File: config.mk
export PLATFORM = sky130hd
export DESIGN_NAME = seq_scan_ctrl
export DESIGN_NICKNAME = d
export VERILOG_FILES = /design/src/rtl/seq_scan_ctrl_pkg.sv /design/src/rtl/seq_scan_ctrl_det.sv /design/src/rtl/seq_scan_ctrl.sv
export SDC_FILE = /design/constraint.sdc
export NUM_CORES = 1
export LEC_CHECK = 0
export ABC_AREA = 0
export BUFFER_PORTS_ARGS = -buffer_cell sky130_fd_sc_hd__buf_2
export CAP_MARGIN = 20
export CORE_MARGIN = 2
export CORE_UTILIZATION = 60
export CTS_BUF_LIST = sky130_fd_sc_hd__clkbuf_4
export CTS_CLUSTER_DIAMETER = 60
export DETAILED_ROUTE_END_ITERATION = 10
export PLACE_DENSITY = 0.85
export SYNTH_ARGS = -nofsm -noshare
export SYNTH_HDL_FRONTEND = slang
export SYNTH_SLANG_ARGS = --single-unit
File: constraint.sdc
create_clock -name clk -period 4.25 [get_ports clk]
set_input_delay 0.425 -clock clk [delete_from_list [all_inputs] [get_ports clk]]
set_output_delay 0.425 -clock clk [all_outputs]
set_load 0.1 [all_outputs]
File: src/rtl/seq_scan_ctrl_pkg.sv
// Shared encodings for the serial scan controller and its 1101 detector.
package seq_scan_ctrl_pkg;

  typedef enum logic [1:0] {
    ST_IDLE  = 2'd0,
    ST_SHIFT = 2'd1,
    ST_DONE  = 2'd2
  } scan_state_t;

  typedef enum logic [1:0] {
    DET_IDLE = 2'd0,
    DET_1    = 2'd1,
    DET_11   = 2'd2,
    DET_110  = 2'd3
  } det_state_t;

  localparam logic [3:0] PATTERN = 4'b1101;

endpackage

File: src/rtl/seq_scan_ctrl_det.sv
// Overlapping 1101 detector; hit is combinational on the bit that completes the pattern.
//
// state    | meaning
// DET_IDLE | no useful prefix seen
// DET_1    | last bit was 1
// DET_11   | last bits were 11
// DET_110  | last bits were 110
module seq_det_1101
  import seq_scan_ctrl_pkg::*;
(
  input  logic clk,
  input  logic rst,
  input  logic clr,
  input  logic en,
  input  logic din,
  output logic hit
);

  det_state_t state;

  assign hit = en && (state == DET_110) && (din == PATTERN[0]);

  always_ff @(posedge clk) begin
    if (rst || clr) begin
      state <= DET_IDLE;
    end else if (en) begin
      case (state)
        DET_IDLE: state <= (din == PATTERN[3]) ? DET_1 : DET_IDLE;
        DET_1:    state <= (din == PATTERN[2]) ? DET_11 : DET_IDLE;
        DET_11:   state <= (din == PATTERN[1]) ? DET_110 : DET_11;
        // a completed 1101 leaves a trailing 1 that can start the next match
        DET_110:  state <= din ? DET_1 : DET_IDLE;
        default:  state <= DET_IDLE;
      endcase
    end
  end

endmodule

File: src/rtl/seq_scan_ctrl.sv
// Serialises a captured word MSB first and counts overlapping 1101 patterns per job.
//
// state    | meaning
// ST_IDLE  | waiting for start, match_cnt holds last job's result
// ST_SHIFT | presenting bits 1..WIDTH to the detector
// ST_DONE  | one-cycle completion, done pulse
module seq_scan_ctrl
  import seq_scan_ctrl_pkg::*;
#(
  parameter int WIDTH = 16,
  parameter int CNT_W = 5
) (
  input  logic             clk,
  input  logic             rst,
  input  logic             start,
  input  logic [WIDTH-1:0] data_word,
  input  logic             abort,
  output logic             busy,
  output logic             ser_bit,
  output logic             ser_valid,
  output logic             match_flag,
  output logic [CNT_W-1:0] match_cnt,
  output logic             done
);

  localparam int BW = $clog2(WIDTH + 1);
  localparam logic [BW-1:0] LAST_BIT = BW'(WIDTH - 1);

  scan_state_t    state;
  logic [WIDTH-1:0] shreg;
  logic [BW-1:0]  bit_cnt;
  logic           accept;
  logic           det_hit;

  assign accept = (state == ST_IDLE) && start;

  // clearing on accept keeps a pattern from spanning two jobs
  seq_det_1101 u_det (
    .clk (clk),
    .rst (rst),
    .clr (accept),
    .en  (ser_valid),
    .din (ser_bit),
    .hit (det_hit)
  );

  always_ff @(posedge clk) begin
    if (rst) begin
      state      <= ST_IDLE;
      shreg      <= '0;
      bit_cnt    <= '0;
      busy       <= 1'b0;
      ser_bit    <= 1'b0;
      ser_valid  <= 1'b0;
      match_flag <= 1'b0;
      match_cnt  <= '0;
      done       <= 1'b0;
    end else begin
      done       <= 1'b0;
      match_flag <= 1'b0;
      case (state)
        ST_IDLE: begin
          if (accept) begin
            state     <= ST_SHIFT;
            busy      <= 1'b1;
            ser_valid <= 1'b1;
            ser_bit   <= data_word[WIDTH-1];
            shreg     <= {data_word[WIDTH-2:0], 1'b0};
            bit_cnt   <= '0;
            match_cnt <= '0;
          end
        end
        ST_SHIFT: begin
          if (abort) begin
            state     <= ST_IDLE;
            busy      <= 1'b0;
            ser_valid <= 1'b0;
            ser_bit   <= 1'b0;
          end else begin
            if (det_hit) begin
              match_flag <= 1'b1;
              if (match_cnt != '1) match_cnt <= match_cnt + CNT_W'(1);
            end
            bit_cnt <= bit_cnt + BW'(1);
            if (bit_cnt == LAST_BIT) begin
              state     <= ST_DONE;
              done      <= 1'b1;
              ser_valid <= 1'b0;
              ser_bit   <= 1'b0;
            end else begin
              ser_bit <= shreg[WIDTH-1];
              shreg   <= {shreg[WIDTH-2:0], 1'b0};
            end
          end
        end
        ST_DONE: begin
          state <= ST_IDLE;
          busy  <= 1'b0;
        end
        default: begin
          state     <= ST_IDLE;
          busy      <= 1'b0;
          ser_valid <= 1'b0;
          ser_bit   <= 1'b0;
        end
      endcase
    end
  end

endmodule

After elaboration in Yosys (flattened, before gate mapping). Index checks and enable logic that the tools add are counted. W data, S select, Z words.

Add/sub/neg operators: 2. Equal/unequal tests: 14. Muxes and demuxes: 31. Bitwise gates (word level): 2. Reductions and logical operators: 16.

Operator list (count): $mux W16 (3); $pmux W16 S2 (1); $mux W5 (5); $pmux W5 S2 (2); $mux W1 (11); $add A5 B1 Y5 const B (2); $ne A2 B2 Y1 const B (5); $mux W2 (4); $eq A2 B2 Y1 const B (3); $pmux W1 S3 (2); $pmux W2 S3 (1); $reduce_and A2 Y1 (3); $reduce_and A3 Y1 (2); $eq A5 B4 Y1 const B (1); $ne A5 B5 Y1 const B (1); $reduce_and A5 Y1 (1); $eq A2 B1 Y1 const B (2); $logic_not A2 Y1 (2); $pmux W2 S2 (1); $reduce_and A4 Y1 (1); $logic_and A1 B1 Y1 (3); $ne A3 B3 Y1 const B (1); $reduce_or A3 Y1 (1); $ne A2 B1 Y1 const B (1); other kinds (5) (6).

Flip-flop bits (word level): 35. Bits of input ports: 20. Output and inout bits: 10. Word-level logic and storage cells: 75.

Longest topological paths before layout. Gate-level depths: netlist of run 1.

Word-level depth: 6. Mapped depth: 7. Mapped depth without buffers: 6.

Hierarchy. A second synthesis of run 1 with hierarchy kept.

Cell total of the unflattened synthesis: 172. Area, all modules: 1722.9 µm².

By module, submodules not included: seq_scan_ctrl (instances 1, cells an instance 158, area each 1572.8 µm², seq. area each 640.6 µm²); seq_det_1101 (instances 1, cells an instance 14, area each 150.1 µm², seq. area each 40.0 µm²).

Least setup slack after synthesis of run 1. Ideal clock, no wire load.

Kind: register -> register. From: register match_cnt[0]. To: register match_cnt[3]. Setup time: 0.179 ns. Arrival: 2.113 ns. Required time: 4.071 ns. Slack: 1.958 ns. Stages on the path, launching flop included: 7. Path buffers: 0. Clock period less this slack: 2.292 ns. Cells stage by stage: dfxtp_1 > ha_1 > and3_1 > ha_1 > a2111oi_2 > nand2b_1 > a311oi_1.

Word-level cells in the longest chain between the ends: 5. Elaborated cells on any way between the ends: 8. Classes of those cells: 1 x add/sub; 2 x eq/ne; 4 x mux; 1 x reduce/logical.

Ends and longest elaborated chain: start: declaration (RTL line seq_scan_ctrl.sv:22) `output logic [CNT_W-1:0] match_cnt,`; start signal: assignment (RTL line seq_scan_ctrl.sv:82) `if (match_cnt != '1) match_cnt <= match_cnt + CNT_W'(1);`; $add A5 B1 Y5 (RTL line seq_scan_ctrl.sv:82); $mux W5 (RTL line seq_scan_ctrl.sv:82); $mux W5 (RTL line seq_scan_ctrl.sv:80) `if (det_hit) begin`; $mux W5 (RTL line seq_scan_ctrl.sv:74) `if (abort) begin`; $pmux W5 S2 (RTL line seq_scan_ctrl.sv:61) `case (state)`.

Parallel ways exist; a longest one is shown, timed or not. The select of a mux whose other input is x is not followed. A chain may end at the register's enable or synchronous reset.

Worst setup path in the final report of run 1.
From: register bit_cnt[0]. To: register shreg[12].

Word-level cells in the longest chain between the ends: 3.

Ends and longest elaborated chain: start: declaration (RTL line seq_scan_ctrl.sv:31) `logic [BW-1:0] bit_cnt;`; start signal: assignment (RTL line seq_scan_ctrl.sv:84) `bit_cnt <= bit_cnt + BW'(1);`; $eq A5 B4 Y1 (RTL line seq_scan_ctrl.sv:85) `if (bit_cnt == LAST_BIT) begin`; $ne A2 B2 Y1 (no source line); $reduce_and A4 Y1 (no source line); end signal: assignment (RTL line seq_scan_ctrl.sv:68) `shreg <= {data_word[WIDTH-2:0], 1'b0};`; end signal: assignment (RTL line seq_scan_ctrl.sv:92) `shreg <= {shreg[WIDTH-2:0], 1'b0};`; end: declaration (RTL line seq_scan_ctrl.sv:30) `logic [WIDTH-1:0] shreg;`.

Every way passes these cells.

==> impl_summary.log, run 1 <==
INFO  metric status = complete, no violations
INFO  metric worst_skew_pair.late_latency = 340 ps
INFO  metric main_combinational_cell_family_by_area_after_synthesis = simple AND/OR/NAND/NOR gates
INFO  metric max-slew-margin-rel = 43.1%
INFO  metric fin_setup_tns = 0 ps
INFO  metric hold_end = shreg[8]
INFO  metric tritoncts = built
INFO  metric crit_arrival = 2360 ps
INFO  metric source_of_the_worst_hold_timing_path = data_word[7]
INFO  metric netlist_top_cells_area = dfxtp_1, a311oi_1, nand2_1
INFO  metric h-tree-depth = 2
INFO  metric path_clk_slew = 110 ps
INFO  metric min_period_over_period = 50.2%
INFO  metric yosys.area_share.simple = 26.0%
INFO  metric clock-root-buffer = clkbuf_4
INFO  metric crit-reg2reg-launch = bit_cnt[0]
INFO  metric rsz0062_at_grt = false
INFO  metric cts.repair.resized = 0
INFO  metric max-cap-violations = 0
INFO  metric via_per_inst = 5.84
INFO  metric timing_hold_violations_final = 0
INFO  metric post_cts_hold_buffer_count = 0
INFO  metric globalRoute.totalOverflow = 0
INFO  metric complex_gate_fraction_of_the_synthesized_area = 18.7%
INFO  metric stdcell_count = 245
INFO  metric post_cts_buffers = 0
INFO  metric postSynth.topFlopCell = dfxtp_1
INFO  metric drt-pass1-iter-count = 4
INFO  metric postRouteWirelength = 3.36 mm
INFO  metric synth_fp_nets = 216
INFO  metric rows = 18
INFO  metric netlist_top_cells_count = dfxtp_1, nand2_1, nor2_1
INFO  metric critical_path.reg2reg.endpoint = shreg[12]
INFO  metric hold_path.class = primary input to flip-flop
INFO  metric drt_iter0_drc = 23
INFO  metric crit_path_start_kind = flip-flop
INFO  metric diodes = 0
INFO  metric number_of_design_rule_violations_left_after_detail_routing = 0
INFO  metric first_pass_grt_wire_length = 5.74 mm
INFO  metric die-width = 55.8 µm
INFO  metric post_drt_wl_per_cell = 13.7 µm
INFO  metric postPlaceCellArea = 1750 µm²
INFO  metric end_kind = flip-flop
INFO  metric setup_viol = 0
INFO  metric power_density = 347 nW/µm²
INFO  metric grt_antenna_before_repair = 0
INFO  metric finalMaxSlewViolations = 0
INFO  metric finalWorstPathRequiredPeriod = 2130 ps
INFO  metric synth.top_cell.area_share = 42.3%
INFO  metric synth_cell_types = 32
INFO  metric fin_area = 1810 µm²
INFO  metric final_layout_size_suffix_gt1_share = 20.5%
INFO  metric cts_buffers = 5
INFO  metric grt_pass1_vias = 1402
INFO  metric reg2reg_depth = 7
INFO  metric netlist_area = 1610 µm²
INFO  metric worst-slew-pin-transition = 854 ps
INFO  metric synth_warnings = 0
INFO  metric skew = 10.2 ps
INFO  metric post-place-cells = 237
INFO  metric vias = 1431
INFO  metric yosysSeqAreaShare = 42.3%
INFO  metric fp.coreArea = 2500 µm²
INFO  metric hold_ws = 335 ps
INFO  metric detailedPlacementHpwl = 2.39 mm
INFO  metric fp.dieH = 55.8 µm
INFO  metric post_synth.cell_area_avg = 8.56 µm²
INFO  metric synth_cells = 188
INFO  metric ys_ff_latch = 34
INFO  metric ios = 30
INFO  metric place.gp.congestion = 0.775
INFO  metric r2r_slack = 2120 ps
INFO  metric number_of_synthesized_flops_with_an_enable_pin = 0
INFO  metric cts_max_path_buffers = 2
INFO  metric final_antenna_net_count = 0
INFO  metric place.port_buffers = 29
INFO  metric area_delta_synth_final = 12.3%
INFO  metric max_freq = 469 MHz
INFO  metric synth_most_common_cell = dfxtp_1
INFO  metric leakagePower = 0.752 nW
INFO  metric worstPathRequired = 4480 ps
INFO  metric net_count_of_the_finished_layout = 242
INFO  metric ys_async_sr_fraction = 0%
INFO  metric tritoncts_num_sinks = 34
INFO  metric hold-path-cell-count = 3
INFO  metric criticalPathCategory = flip-flop to flip-flop
INFO  metric groute.usage.overall = 23.3%
INFO  metric synth_area_leader_cell = dfxtp_1
INFO  metric initial_core_util = 64.4%
INFO  metric yosys-mux-area-fraction = 1.87%
INFO  metric maximum_number_of_pins_on_one_net_before_global_route_repair = 33
INFO  metric xor_xnor_portion_of_the_synthesized_cell_area = 0.544%
INFO  metric ir_drop = 0.320 mV
INFO  metric die_area = 3110 µm²
INFO  metric critPathMaxFanout = 30
INFO  metric synth_fa_ha_area_share = 6.22%
==> metrics by stage <==
stage               setup slack, ps  total power [mW]  utilization (%)
finish                         2120             0.626             72.3
CTS                            2140             0.632             72.3
detailed placement             2170             0.458             70.1
global placement               2350             0.452             70.1
floorplan                      1960             0.432                -
global route                   1990             0.657             72.3
==> kinds of logic (layout without fill, tap and decap cells) <==
kind of cell               Yosys count  after routing
and+or+nand+nor                     86             86
AOI/OAI and AO/OA                   40             40
DFF                                 34             34
buffers and inverters               16             43
adders and majority gates            8              8
muxes                                3              3
xor gates and xnor gates             1              1
==> registers in the layout, indices dropped and copies added, names as in the netlist <==
register	count
bit_cnt	5
u_det.state	2
done	1
shreg	15
ser_valid	1
match_flag	1
busy	1
match_cnt	5
state	2
ser_bit	1
==> final cells by class <==
class | instances | area, µm²
clock buffers | 6 | 45.0
clock inverters | 2 | 8.76
fillers | 206 | 693
inverters | 4 | 15.0
multi-input cells | 138 | 860
flip-flops and latches | 34 | 681
well taps | 30 | 37.5
repair buffers | 31 | 160
==> where the power goes <==
| group | total [mW] | switching (mW) | internal [mW] |
|---|---|---|---|
| Combinational | 0.100 | 0.0657 | 0.0345 |
| Sequential | 0.350 | 0.0135 | 0.337 |
| Clock | 0.175 | 0.107 | 0.0685 |
==> worst max-delay path by stage <==
stage | from | to | cells past startpoint
after detailed placement | bit_cnt[0] | shreg[12] | 7
after global placement | bit_cnt[0] | shreg[4] | 7
final | bit_cnt[0] | shreg[12] | 7
after global routing | state[0] | match_cnt[3] | 4
after CTS | bit_cnt[0] | shreg[12] | 7
after floorplan | match_cnt[0] | match_cnt[3] | 6
==> routing by layer <==
| layer | up-vias | track usage [%] | part of all wire, % |
|---|---|---|---|
| met5 | - | 0 | 0 |
| met4 | 0 | 11.8 | 2.1 |
| met2 | 32 | 40.5 | 49 |
| met1 | 675 | 26.6 | 45 |
| li1 | 717 | - | - |
| met3 | 7 | 5.12 | 3.4 |
==> worst max-delay path: stages (launching register included) <==
cell	delay [ps]
dfxtp_1	360
ha_1	230
and3_1	220
ha_1	220
a221oi_2	280
buf_4	320
nor2_1	70
a311oi_1	300
==> layout by cell type (no fill, tap or decap), types with 4 or more instances in the layout <==
cell type | Yosys | routed
inv_1 | 4 | 4
buf_2 | 7 | 29
ha_1 | 8 | 8
nor2_1 | 22 | 22
clkbuf_4 | 0 | 6
nand3_1 | 7 | 7
a311oi_1 | 16 | 16
nand2_1 | 33 | 33
dfxtp_1 | 34 | 34
a211oi_1 | 4 | 4
a21oi_1 | 13 | 13
nand2b_1 | 6 | 6
Note: power is estimated with default switching activity, not from simulation.
==> inputs of run 2 (changes only) <==
- ABC_AREA: 0 -> 1
- CORE_UTILIZATION: 60 -> 52
- PLACE_DENSITY: 0.85 -> 0.78
- clock period: 4.25 -> 1.85 ns (I/O delays scaled with it)
==> run 2 against run 1 <==
  * Register-to-register slack got worse by 1900 ps
  * Final area is 8.1% higher
  * Fmax grew 30%
  * Highest routed layer unchanged
==> impl_summary.log, run 2 <==
INFO  metric tritoncts = built
INFO  metric max_flop_register = shreg
INFO  metric crit_path_to = shreg[1]
INFO  metric die_area = 3810 µm²
INFO  metric drt_iter0_drc = 80
INFO  metric ios = 30
INFO  metric end_kind = flip-flop
INFO  metric hold_path.class = primary input to flip-flop
INFO  metric final_layout_size_suffix_gt1_share = 19.4%
INFO  metric post_drt_wl_per_cell = 10.7 µm
INFO  metric postRouteWirelength = 3.46 mm
INFO  metric h-tree-depth = 2
INFO  metric maximum_number_of_pins_on_one_net_before_global_route_repair = 20
INFO  metric finalWorstPathRequiredPeriod = 1640 ps
INFO  metric place.gp.congestion = 0.753
INFO  metric max_stage_delay = 380 ps
INFO  metric postSynth.topFlopCell = dfxtp_1
INFO  metric critPathMaxFanout = 15
INFO  metric timing_hold_violations_final = 0
INFO  metric rsz0062_at_grt = false
INFO  metric drt-pass1-iter-count = 5
INFO  metric crit_path_start_kind = flip-flop
INFO  metric crit-reg2reg-launch = bit_cnt[0]
INFO  metric area_delta_synth_final = 12.8%
INFO  metric worst_skew_pair.late_latency = 340 ps
INFO  metric ys_async_sr_fraction = 0%
INFO  metric max-cap-violations = 0
INFO  metric synth_warnings = 0
INFO  metric net_count_of_the_finished_layout = 305
INFO  metric cts_max_path_buffers = 2
INFO  metric synth_cell_types = 27
INFO  metric cts.repair.resized = 0
INFO  metric post-place-cells = 313
INFO  metric yosysSeqAreaShare = 39.3%
INFO  metric max-slew-margin-rel = 67.8%
INFO  metric globalRoute.totalOverflow = 0
INFO  metric initial_core_util = 55.8%
INFO  metric skew = 12.6 ps
INFO  metric post_cts_hold_buffer_count = 0
INFO  metric setup_viol = 0
INFO  metric netlist_top_cells_count = nand2_1, nor2_1, dfxtp_1
INFO  metric status = complete, no violations
INFO  metric min_period_over_period = 88.9%
INFO  metric synth_fp_nets = 274
INFO  metric finalMaxSlewViolations = 0
INFO  metric die-width = 61.7 µm
INFO  metric grt_antenna_before_repair = 0
INFO  metric final_antenna_net_count = 0
INFO  metric standard_cell_with_the_maximum_stage_delay_on_the_critical_path = dfxtp_1
INFO  metric number_of_synthesized_flops_with_an_enable_pin = 0
INFO  metric place.port_buffers = 29
INFO  metric cts_buffers = 5
INFO  metric grt_pass1_vias = 1482
INFO  metric r2r_slack = 210 ps
INFO  metric max_freq = 608 MHz
INFO  metric path_clk_slew = 100 ps
INFO  metric timing.critical_path.cells = ha_1 -> inv_1 -> nor3_1 -> ha_1 -> inv_1 -> a21oi_4 -> buf_12 -> nand2_1 -> a21oi_1
INFO  metric synth_cells = 246
INFO  metric leakagePower = 0.918 nW
INFO  metric first_pass_grt_wire_length = 6.02 mm
INFO  metric number_of_design_rule_violations_left_after_detail_routing = 0
INFO  metric synth.top_cell.area_share = 39.3%
INFO  metric largest_reg_flops = 15
INFO  metric criticalPathCategory = flip-flop to flip-flop
INFO  metric groute.usage.overall = 21.4%
INFO  metric preCtsSetupSlack = 88.2 ps
INFO  metric diodes = 0
INFO  metric reg2reg_depth = 9
INFO  metric fin_setup_tns = 0 ps
INFO  metric fp.coreArea = 3100 µm²
INFO  metric rows = 20
INFO  metric via_per_inst = 5.01
INFO  metric stdcell_count = 322
INFO  metric netlist_area = 1730 µm²
INFO  metric synth_area_leader_cell = dfxtp_1
INFO  metric power_density = 765 nW/µm²
INFO  metric worstPathRequired = 2120 ps
INFO  metric netlist_top_cells_area = dfxtp_1, nand2_1, nor2_1
INFO  metric layout_commonest_cell = nand2_1
INFO  metric synth_most_common_cell = nand2_1
INFO  metric mostFrequentLayoutCells = nand2_1, nor2_1, dfxtp_1, buf_2, inv_1
INFO  metric reg_top3 = shreg x15, bit_cnt x5, match_cnt x5
INFO  metric critical_path.reg2reg.endpoint = shreg[1]
INFO  metric hold_ws = 108 ps
INFO  metric ir_drop = 0.517 mV
INFO  metric ys_ff_latch = 34
INFO  metric worst-slew-pin-transition = 486 ps
INFO  metric tritoncts_num_sinks = 34
INFO  metric post_synth.cell_area_avg = 7.04 µm²
INFO  metric timing.critical_path.from = bit_cnt[0]
INFO  metric detailedPlacementHpwl = 2.48 mm
INFO  metric postLayoutSetupSlackWorst = 206 ps
INFO  metric clock-root-buffer = clkbuf_4
INFO  metric crit_arrival = 1910 ps
INFO  metric vias = 1613
INFO  metric fp.dieH = 61.7 µm
==> run 2: cell types whose count changed in the layout (fill, tap and decap cells not counted), sizes merged, moves of 4 or more <==
cell,previous run,this run
inv,4,22
a211oi,4,0
a311oi,16,0
nor2,22,48
nand2b,8,0
nand2,33,66
o21ai,1,27
==> run 2: kinds of logic after synthesis <==
kind of cell	count (synthesis)	synth area share (%)
AND/OR/NAND/NOR	132	32.4
buffers and inverters	30	9.25
XOR/XNOR	1	0.506
AO/OA/AOI/OAI	41	12.7
adder cells (fa/ha/maj)	8	5.78
flip-flops	34	39.3
==> run 2: area by class of cell <==
| class | count | area, µm² |
|---|---|---|
| Tap cell | 44 | 55.1 |
| Fill cell | 330 | 1150 |
| Multi-Input combinational cell | 182 | 891 |
| Sequential cell | 34 | 686 |
| Inverter | 22 | 87.6 |
| Clock buffer | 6 | 45.0 |
| Timing Repair Buffer | 32 | 180 |
| Clock inverter | 2 | 8.76 |
==> run 2: critical path, delay by kind of cell, from the launching register on <==
kind                       cells  cell delay (ps)
AOI/OAI and AO/OA              2              260
adders and majority gates      2              380
buffers and inverters          3              280
DFF                            1              380
and+or+nand+nor                2              260
==> run 2: repair_timing <==
item                                    in CTS  in global routing
endpoints found under the setup margin       0                 15
setup buffers                                0                  1
hold endpoints to repair                     0                  0
==> run 2: how the worst min path moves through the flow <==
| stage | startpoint | end | slack [ps] | cells after the start |
|---|---|---|---|---|
| final | data_word[0] | shreg[1] | 110 | 3 |
| after global routing | data_word[0] | shreg[1] | 100 | 3 |
| after CTS | data_word[0] | shreg[1] | 100 | 3 |
| after detailed placement | data_word[0] | shreg[1] | 450 | 3 |
| after global placement | shreg[1] | shreg[1] | 450 | 2 |
| after floorplan | rst | done | 260 | 1 |
==> run 2: report_power, final <==
part	total (mW)	internal, mW	switching (mW)
registers	0.806	0.778	0.0274
logic	0.284	0.0924	0.192
clock network	0.405	0.157	0.247
==> run 2: stage by stage <==
step	instance area, µm²	utilization (%)	power [mW]
floorplan	1740	-	1.04
global placement	1880	60.6	1.09
detailed placement	1880	60.6	1.10
CTS	1930	62.3	1.49
global route	1950	62.9	1.57
finish	1950	62.9	1.49
==> run 2: metal layers <==
| layer | vias to the layer above | GRT usage, % | part of all wire [%] |
|---|---|---|---|
| met3 | 5 | 4.76 | 5.3 |
| li1 | 845 | - | - |
| met1 | 718 | 25.2 | 45 |
| met5 | - | 0 | 0 |
| met4 | 0 | 8.21 | 1.2 |
| met2 | 45 | 38.0 | 49 |
